--- src/rtl/key_debouncer.sv ---
`default_nettype none
// ============================================================================
// Module   : key_debouncer
// Purpose  : Conditions active-low push-buttons for the game FSM. Each key
//            gets a 2-flop synchronizer, a tick-based debounce filter and
//            registered one-cycle press / release / long-press strobes.
//            The shared 1 ms strobe keeps the per-key counters narrow.
// Ports    : clk          system clock
//            reset        synchronous, active-high reset
//            tick_1ms     one-cycle strobe, once per millisecond
//            key_n        raw active-low buttons, asynchronous to clk
//            key_level    debounced level, 1 = pressed
//            key_press    one-cycle pulse on accepted press
//            key_release  one-cycle pulse on accepted release
//            key_long     one-cycle pulse once per press after HOLD_TICKS held
// Revision : 1.0 - initial release
// ============================================================================
module key_debouncer #(
    parameter int N_KEYS         = 4,
    parameter int DEBOUNCE_TICKS = 20,
    parameter int HOLD_TICKS     = 1000
) (
    input  logic              clk,
    input  logic              reset,
    input  logic              tick_1ms,
    input  logic [N_KEYS-1:0] key_n,
    output logic [N_KEYS-1:0] key_level,
    output logic [N_KEYS-1:0] key_press,
    output logic [N_KEYS-1:0] key_release,
    output logic [N_KEYS-1:0] key_long
);

    localparam int c_CNT_W = $clog2(HOLD_TICKS + 1);
    localparam logic [c_CNT_W-1:0] c_DB_LAST = c_CNT_W'(DEBOUNCE_TICKS - 1);
    localparam logic [c_CNT_W-1:0] c_HOLD    = c_CNT_W'(HOLD_TICKS);

    typedef enum logic [1:0] {
        ST_IDLE         = 2'd0,
        ST_PRESS_WAIT   = 2'd1,
        ST_PRESSED      = 2'd2,
        ST_RELEASE_WAIT = 2'd3
    } state_t;

    // Two-flop synchronizer; inversion up front makes 1 mean "pressed".
    logic [N_KEYS-1:0] sync1_q;
    logic [N_KEYS-1:0] sync2_q;

    always_ff @(posedge clk) begin
        if (reset) begin
            sync1_q <= '0;
            sync2_q <= '0;
        end else begin
            sync1_q <= ~key_n;
            sync2_q <= sync1_q;
        end
    end

    for (genvar k = 0; k < N_KEYS; k++) begin : g_key
        state_t               state_q, state_d;
        logic [c_CNT_W-1:0]   cnt_q, cnt_d;
        logic                 long_done_q, long_done_d;
        logic                 level_q, level_d;
        logic                 press_q, press_d;
        logic                 release_q, release_d;
        logic                 long_q, long_d;
        logic                 w_s;

        assign w_s = sync2_q[k];

        always_comb begin
            state_d     = state_q;
            cnt_d       = cnt_q;
            long_done_d = long_done_q;
            press_d     = 1'b0;
            release_d   = 1'b0;
            long_d      = 1'b0;

            case (state_q)
                ST_IDLE: begin
                    if (w_s) begin
                        state_d = ST_PRESS_WAIT;
                        cnt_d   = '0;
                    end
                end
                ST_PRESS_WAIT: begin
                    // A revert wins over a coincident tick.
                    if (!w_s) begin
                        state_d = ST_IDLE;
                        cnt_d   = '0;
                    end else if (tick_1ms) begin
                        if (cnt_q == c_DB_LAST) begin
                            state_d = ST_PRESSED;
                            cnt_d   = '0;
                            press_d = 1'b1;
                        end else begin
                            cnt_d = cnt_q + 1'b1;
                        end
                    end
                end
                ST_PRESSED: begin
                    // Counter saturates at HOLD, so the compare is seen one
                    // cycle after the count lands there; long_done limits it
                    // to one pulse per press.
                    if ((cnt_q == c_HOLD) && !long_done_q) begin
                        long_d      = 1'b1;
                        long_done_d = 1'b1;
                    end
                    if (!w_s) begin
                        state_d = ST_RELEASE_WAIT;
                        cnt_d   = '0;
                    end else if (tick_1ms && (cnt_q != c_HOLD)) begin
                        cnt_d = cnt_q + 1'b1;
                    end
                end
                ST_RELEASE_WAIT: begin
                    // Bounce back to pressed restarts the hold count, but
                    // long_done is kept so key_long cannot fire twice.
                    if (w_s) begin
                        state_d = ST_PRESSED;
                        cnt_d   = '0;
                    end else if (tick_1ms) begin
                        if (cnt_q == c_DB_LAST) begin
                            state_d     = ST_IDLE;
                            cnt_d       = '0;
                            long_done_d = 1'b0;
                            release_d   = 1'b1;
                        end else begin
                            cnt_d = cnt_q + 1'b1;
                        end
                    end
                end
                default: begin
                    state_d = ST_IDLE;
                    cnt_d   = '0;
                end
            endcase

            level_d = (state_d == ST_PRESSED) || (state_d == ST_RELEASE_WAIT);
        end

        always_ff @(posedge clk) begin
            if (reset) begin
                state_q     <= ST_IDLE;
                cnt_q       <= '0;
                long_done_q <= 1'b0;
                level_q     <= 1'b0;
                press_q     <= 1'b0;
                release_q   <= 1'b0;
                long_q      <= 1'b0;
            end else begin
                state_q     <= state_d;
                cnt_q       <= cnt_d;
                long_done_q <= long_done_d;
                level_q     <= level_d;
                press_q     <= press_d;
                release_q   <= release_d;
                long_q      <= long_d;
            end
        end

        assign key_level[k]   = level_q;
        assign key_press[k]   = press_q;
        assign key_release[k] = release_q;
        assign key_long[k]    = long_q;
    end

endmodule
`default_nettype wire

--- config.mk ---
export PLATFORM = sky130hd
export DESIGN_NAME = key_debouncer
export DESIGN_NICKNAME = d
export VERILOG_FILES = /design/src/rtl/key_debouncer.sv
export SDC_FILE = /design/constraint.sdc
export NUM_CORES = 1
export LEC_CHECK = 0
export ABC_CLOCK_PERIOD_IN_PS = 2700
export BUFFER_PORTS_ARGS = -buffer_cell sky130_fd_sc_hd__buf_2
export CORE_ASPECT_RATIO = 1.75
export CORE_MARGIN = 1.5
export CORE_UTILIZATION = 55
export DETAILED_ROUTE_END_ITERATION = 12
export GPL_TIMING_DRIVEN = 0
export PLACE_DENSITY = 0.73
export SLEW_MARGIN = 20
export SYNTH_ARGS = -nofsm -noshare
export SYNTH_HDL_FRONTEND = slang
export SYNTH_SLANG_ARGS = --single-unit
--- constraint.sdc ---
create_clock -name clk -period 2.7 [get_ports clk]
set_input_delay 0.405 -clock clk [delete_from_list [all_inputs] [get_ports clk]]
set_output_delay 0.405 -clock clk [all_outputs]
set_load 0.02 [all_outputs]
# Yosys cells after proc, flatten, opt, wreduce, memory -nomap -nowiden
# Cells that the tools add are included.
# totals
reg_bits	76
in_bits	7
out_inout_bits	16
wordCells	251
# classes
n_addsub	4
eq_ne	56
n_mux	100
n_bitwise	17
reduce_logical	44
# op_table
op	n
$mux W10	28
$pmux W10 S4	4
$mux W2	32
$add A10 B1 Y10 const B	4
$eq A10 B10 Y1 const B	4
$eq A10 B5 Y1 const B	4
$ne A10 B10 Y1 const B	4
$ne A2 B2 Y1 const B	20
$eq A2 B2 Y1 const B	16
$pmux W2 S4	4
$mux W1	28
$reduce_or A3 Y1	8
$reduce_and A5 Y1	4
$not A1 Y1	16
$ne A3 B3 Y1 const B	4
$eq A2 B1 Y1 const B	4
$logic_and A1 B1 Y1	8
$logic_not A2 Y1	4
$pmux W1 S2	4
$reduce_and A2 Y1	4
$reduce_bool A2 Y1	4
$reduce_or A2 Y1	4
$logic_not A1 Y1	4
$logic_or A1 B1 Y1	4
$not A4 Y4	1

# Longest topological paths before layout
# depth
depth_word	7
ltp_mapped	7
ltp_nobuf	7

# Worst setup path before layout
# Ideal clock, no wire load.
# synth_path
path_kind	register -> register
start	register g_key[2].cnt_q[0]
end	register g_key[2].cnt_q[0]
setup_time_ps	128
arrival_time_ps	1577
required_ps	2572
path_slack_ps	995
stages_incl_launch_ff	8
path_buffers	0
period_less_slack_ps	1705
path_cell_list	dfxtp_1 -> inv_1 -> ha_1 -> nand2_1 -> or3_1 -> a311o_1 -> a32oi_1 -> nor2_1
# synth_between
elab_chain_cells	5
elab_cells_between_ends	13
classes_between	add/sub: 1; eq/ne: 3; mux: 7; reduce/logical: 2
# synth_lines
element	line_no	text
start: declaration	60	logic [c_CNT_W-1:0] cnt_q, cnt_d;
start signal: assignment	152	cnt_q <= cnt_d;
$add A10 B1 Y10 or $eq A10 B5 Y1 (tied branches)	-	
$mux W10	91, 122	
$mux W10	90	end else if (tick_1ms) begin
$mux W10, on equally long branches	118, 87	
$pmux W10 S4	78	case (state_q)
# Parallel ways exist; a longest one is shown, timed or not. The select of a mux whose other input is x is not followed.
# A chain may end at the register's enable or synchronous reset.

# Worst setup path in the final report
# layout_path
start	register g_key[0].cnt_q[6]
end	register g_key[0].cnt_q[4]
# layout_between
elab_chain_cells	5
elab_cells_between_ends	10
classes_between	eq/ne: 3; mux: 5; reduce/logical: 2
# layout_lines
element	line_no	text
start: declaration	60	
start signal: assignment	152	
$eq A10 B5 Y1	91, 122	
$mux W10	91, 122	
$mux W10	121	end else if (tick_1ms) begin
$mux W10, on equally long branches	118, 87	
$pmux W10 S4	78	
# Parallel ways exist; a longest one is shown, timed or not.

==> key figures <==
Synthesis
  – Syn Std Cell Area: roughly 4400 sq um
  – YS warnings: 0
  – Post-synthesis sequential area ratio: between 30 and 40%
  – Distinct cell type count after synthesis: between 70 and 80
  – Area leader, netlist: dfxtp_1
  – #FFs+latches synth: 74
  – EDFF count, synth: 0
  – Synth top area share: 33.78%
  – Fraction of registers with async set/reset: 0%
  – Syn nets: about 560
  – Top FF cell, synth: dfxtp_1
  – Dominant cells by area after synthesis: dfxtp_1 (34%), nand2_1 (3.8%), nor2_1 (3.8%)
  – Avg Cell Area, Syn: 8.091 sq um
  – Cell count after synthesis: between 500 and 600

Routing
  – 1st-pass router iterations: 5
  – DRC errors left: 0
  – WL/cell: 16.97 microns
  – Average via count per standard cell: roughly 6.3
  – Via count: 4,226
  – Post-Route WL: about 11,000 microns
  – Number of DRC markers in iteration 0: 421
  – ANT nets after route: 0

Status
  – Status: completed

Clocking
  – TritonCTS Buffers: 9
  – Clock sink total: 74
  – Clock latency on the worst-skew pair: 350 ps
  – Max H-tree Level: 3
  – Clock Path Buffers: 2
  – CTS root buf: clkbuf_16
  – # hold bufs at CTS: 0
  – CTS tree: yes
  – Clock-pin slew on the worst setup and hold paths: around 60 ps
  – Post-CTS Resized: 0
  – Setup bufs post-CTS: 0

Run
  – Max-Cap Viols: 0

Finish
  – Most frequent cells in the layout: dfxtp_1 (74), nand2_1 (44), nor2_1 (44)
  – Final Util: between 60% and 70%
  – Fraction of layout cells with a size suffix above 1: between 10% and 20%
  – Final Net Count: approximately 590
  – Most common cell after layout, fill and taps aside: dfxtp_1
  – Area Growth Syn to Fin: 10.84%
  – Number of diodes: 0

Power and ir drop
  – Pwr per Cell Area: between 400 and 500 nW/um^2
  – Max VDD drop: ~0.00032 V
  – Leak: 1.793 nW

Timing
  – Fmax: between 400 and 500 MHz
  – Max_slew headroom: between 50% and 60%
  – Setup Skew: ~8.0 ps
  – Max-slew violations: 0
  – Fin crit share: 76.44%
  – Crit path time final: around 2100 ps
  – Setup TNS: 0 ps
  – Worst hold slack: between 200 and 250 ps
  – Final Setup Violations: 0
  – Unrepaired setup endpoints after global routing: false
  – Final hold violations: 0
  – Worst-Margin Slew: approximately 750 ps

Die
  – Starting density of the core: about 57%
  – Chip Height: approximately 120 microns
  – # IOs: 23
  – Core area: between 7000 and 8000 sq um
  – # rows: 42
  – Die footprint: 8539 sq um
  – Die Span X: ~71 microns

Setup path
  – WS Path Type: reg2reg
  – Critical Path AT: ~2300 ps
  – CP Launch Type: flop
  – Worst setup EP type: flop
  – Crit Path Max Fanout: 7
  – CP required: about 2900 ps

Placed design
  – GP Congestion: ~0.95
  – Buffers on Ports: 21
  – Detailed Place HPWL: 8104 microns

Global route
  – GRT overflow: 0
  – Global-route wire length before repair: between 15,000 and 20,000 microns
  – Total Routing Usage GR: between 20 and 30%
  – Number of global-route vias before repair: roughly 4,000
  – Initial antenna violation count: 0
  – Pin count of the biggest net entering global routing: 13

Worst hold path
  – Tightest Hold Check Type: in2reg
[sequential cells by signal, indices dropped and copies added, names as in the netlist]
signal / cells
sync2_q: 4
g_key.release_q: 4
g_key.long_done_q: 4
g_key.level_q: 2
g_key.cnt_q: 40
sync1_q: 4
g_key.long_q: 4
g_key.press_q: 4
g_key.state_q: 8
[layout make-up]
| class | count | area (sq um) |
|---|---|---|
| fill | 682 | 2811 |
| clock inverter | 5 | 31.28 |
| tap | 88 | 110.1 |
| sequential | 74 | 1481 |
| buffer | 50 | 325.3 |
| timing repair buffer | 21 | 105.1 |
| clock buffer | 10 | 229.0 |
| multi-input combinational | 399 | 2507 |
| inverter | 19 | 71.32 |
[path summary, 6_finish.rpt]
check / startpoint / end / slack (ps) / cells after the start
hold / removal: key_n[3] / sync1_q[3]$_SDFF_PP0_ / 200 / 2
hold reg to reg: g_key[0].long_done_q$_SDFFE_PP0P_ / g_key[0].long_q$_SDFF_PP0_ / 410 / 1
setup / recovery: g_key[0].cnt_q[6]$_SDFFE_PP0P_ / g_key[0].cnt_q[4]$_SDFFE_PP0P_ / 640 / 5
setup reg to reg: g_key[0].cnt_q[6]$_SDFFE_PP0P_ / g_key[0].cnt_q[4]$_SDFFE_PP0P_ / 640 / 5
[logic make-up after synthesis]
kind of cell,after synthesis,share of synthesized area (%)
AND/OR/NAND/NOR,235,29.16
AO/OA/AOI/OAI,145,23.40
flip-flops,74,33.78
buffers and inverters,69,9.044
adder cells (fa/ha/maj),8,2.283
XOR/XNOR,7,1.398
multiplexers,4,0.9415
[worst max-delay path: stages (launching register included)]
cell      delay (ps)
dfxtp_1          460
nand3_1          210
nor3_1           640
a21oi_1          240
a41oi_1          280
a211oi_1          70
[per-layer routing]
metal / share of wire [%] / up-vias / GRT usage (%)
li1: - / 2067 / -
met1: 39 / 1992 / 30.03
met2: 52 / 137 / 48.29
met3: 5.0 / 30 / 4.568
met4: 3.4 / 0 / 17.91
met5: 0 / - / 0
[power by group]
group / internal (W) / switching, W
Combinational: 0.0000414 / 0.0000914
Clock: 0.000615 / 0.000471
Sequential: 0.00110 / 0.00000755
Total: 0.00176 / 0.000570
[per-stage QoR]
step	power (W)	area, sq um	setup slack (ps)	std cells
2_1_floorplan	0.001222	4385	994.9	542
3_3_place_gp	0.001262	4601	464.3	651
3_5_place_dp	0.001265	4601	441.4	651
4_1_cts	0.002346	4861	703.3	666
5_1_grt	0.002404	4861	489.0	666
6_report	0.002329	4861	636.1	666
[Yosys cell counts (all sizes together), types with 3 or more instances]
| library cell | n |
|---|---|
| o41ai | 3 |
| and3 | 12 |
| o31ai | 9 |
| nor3 | 24 |
| nor2b | 11 |
| nand4 | 9 |
| a21o | 4 |
| a22o | 3 |
| o221ai | 5 |
| o21ai | 27 |
| o21a | 3 |
| nor3b | 8 |
| mux2i | 3 |
| nand3 | 25 |
| and3b | 5 |
| o31a | 7 |
| clkbuf | 14 |
| a211oi | 4 |
| or2 | 3 |
| and4 | 4 |
| a311oi | 6 |
| nand2b | 3 |
| inv | 19 |
| xnor2 | 3 |
| a32oi | 4 |
| o211ai | 5 |
| xor2 | 4 |
| a41oi | 6 |
| nor2 | 45 |
| and2 | 8 |
| buf | 36 |
| a31oi | 8 |
| nor4 | 10 |
| nand4bb | 3 |
| a21oi | 25 |
| ha | 8 |
| dfxtp | 74 |
| nand2 | 45 |
| o22ai | 5 |
| nand3b | 7 |
| or3 | 4 |
Note: power is estimated with default switching activity, not from simulation.
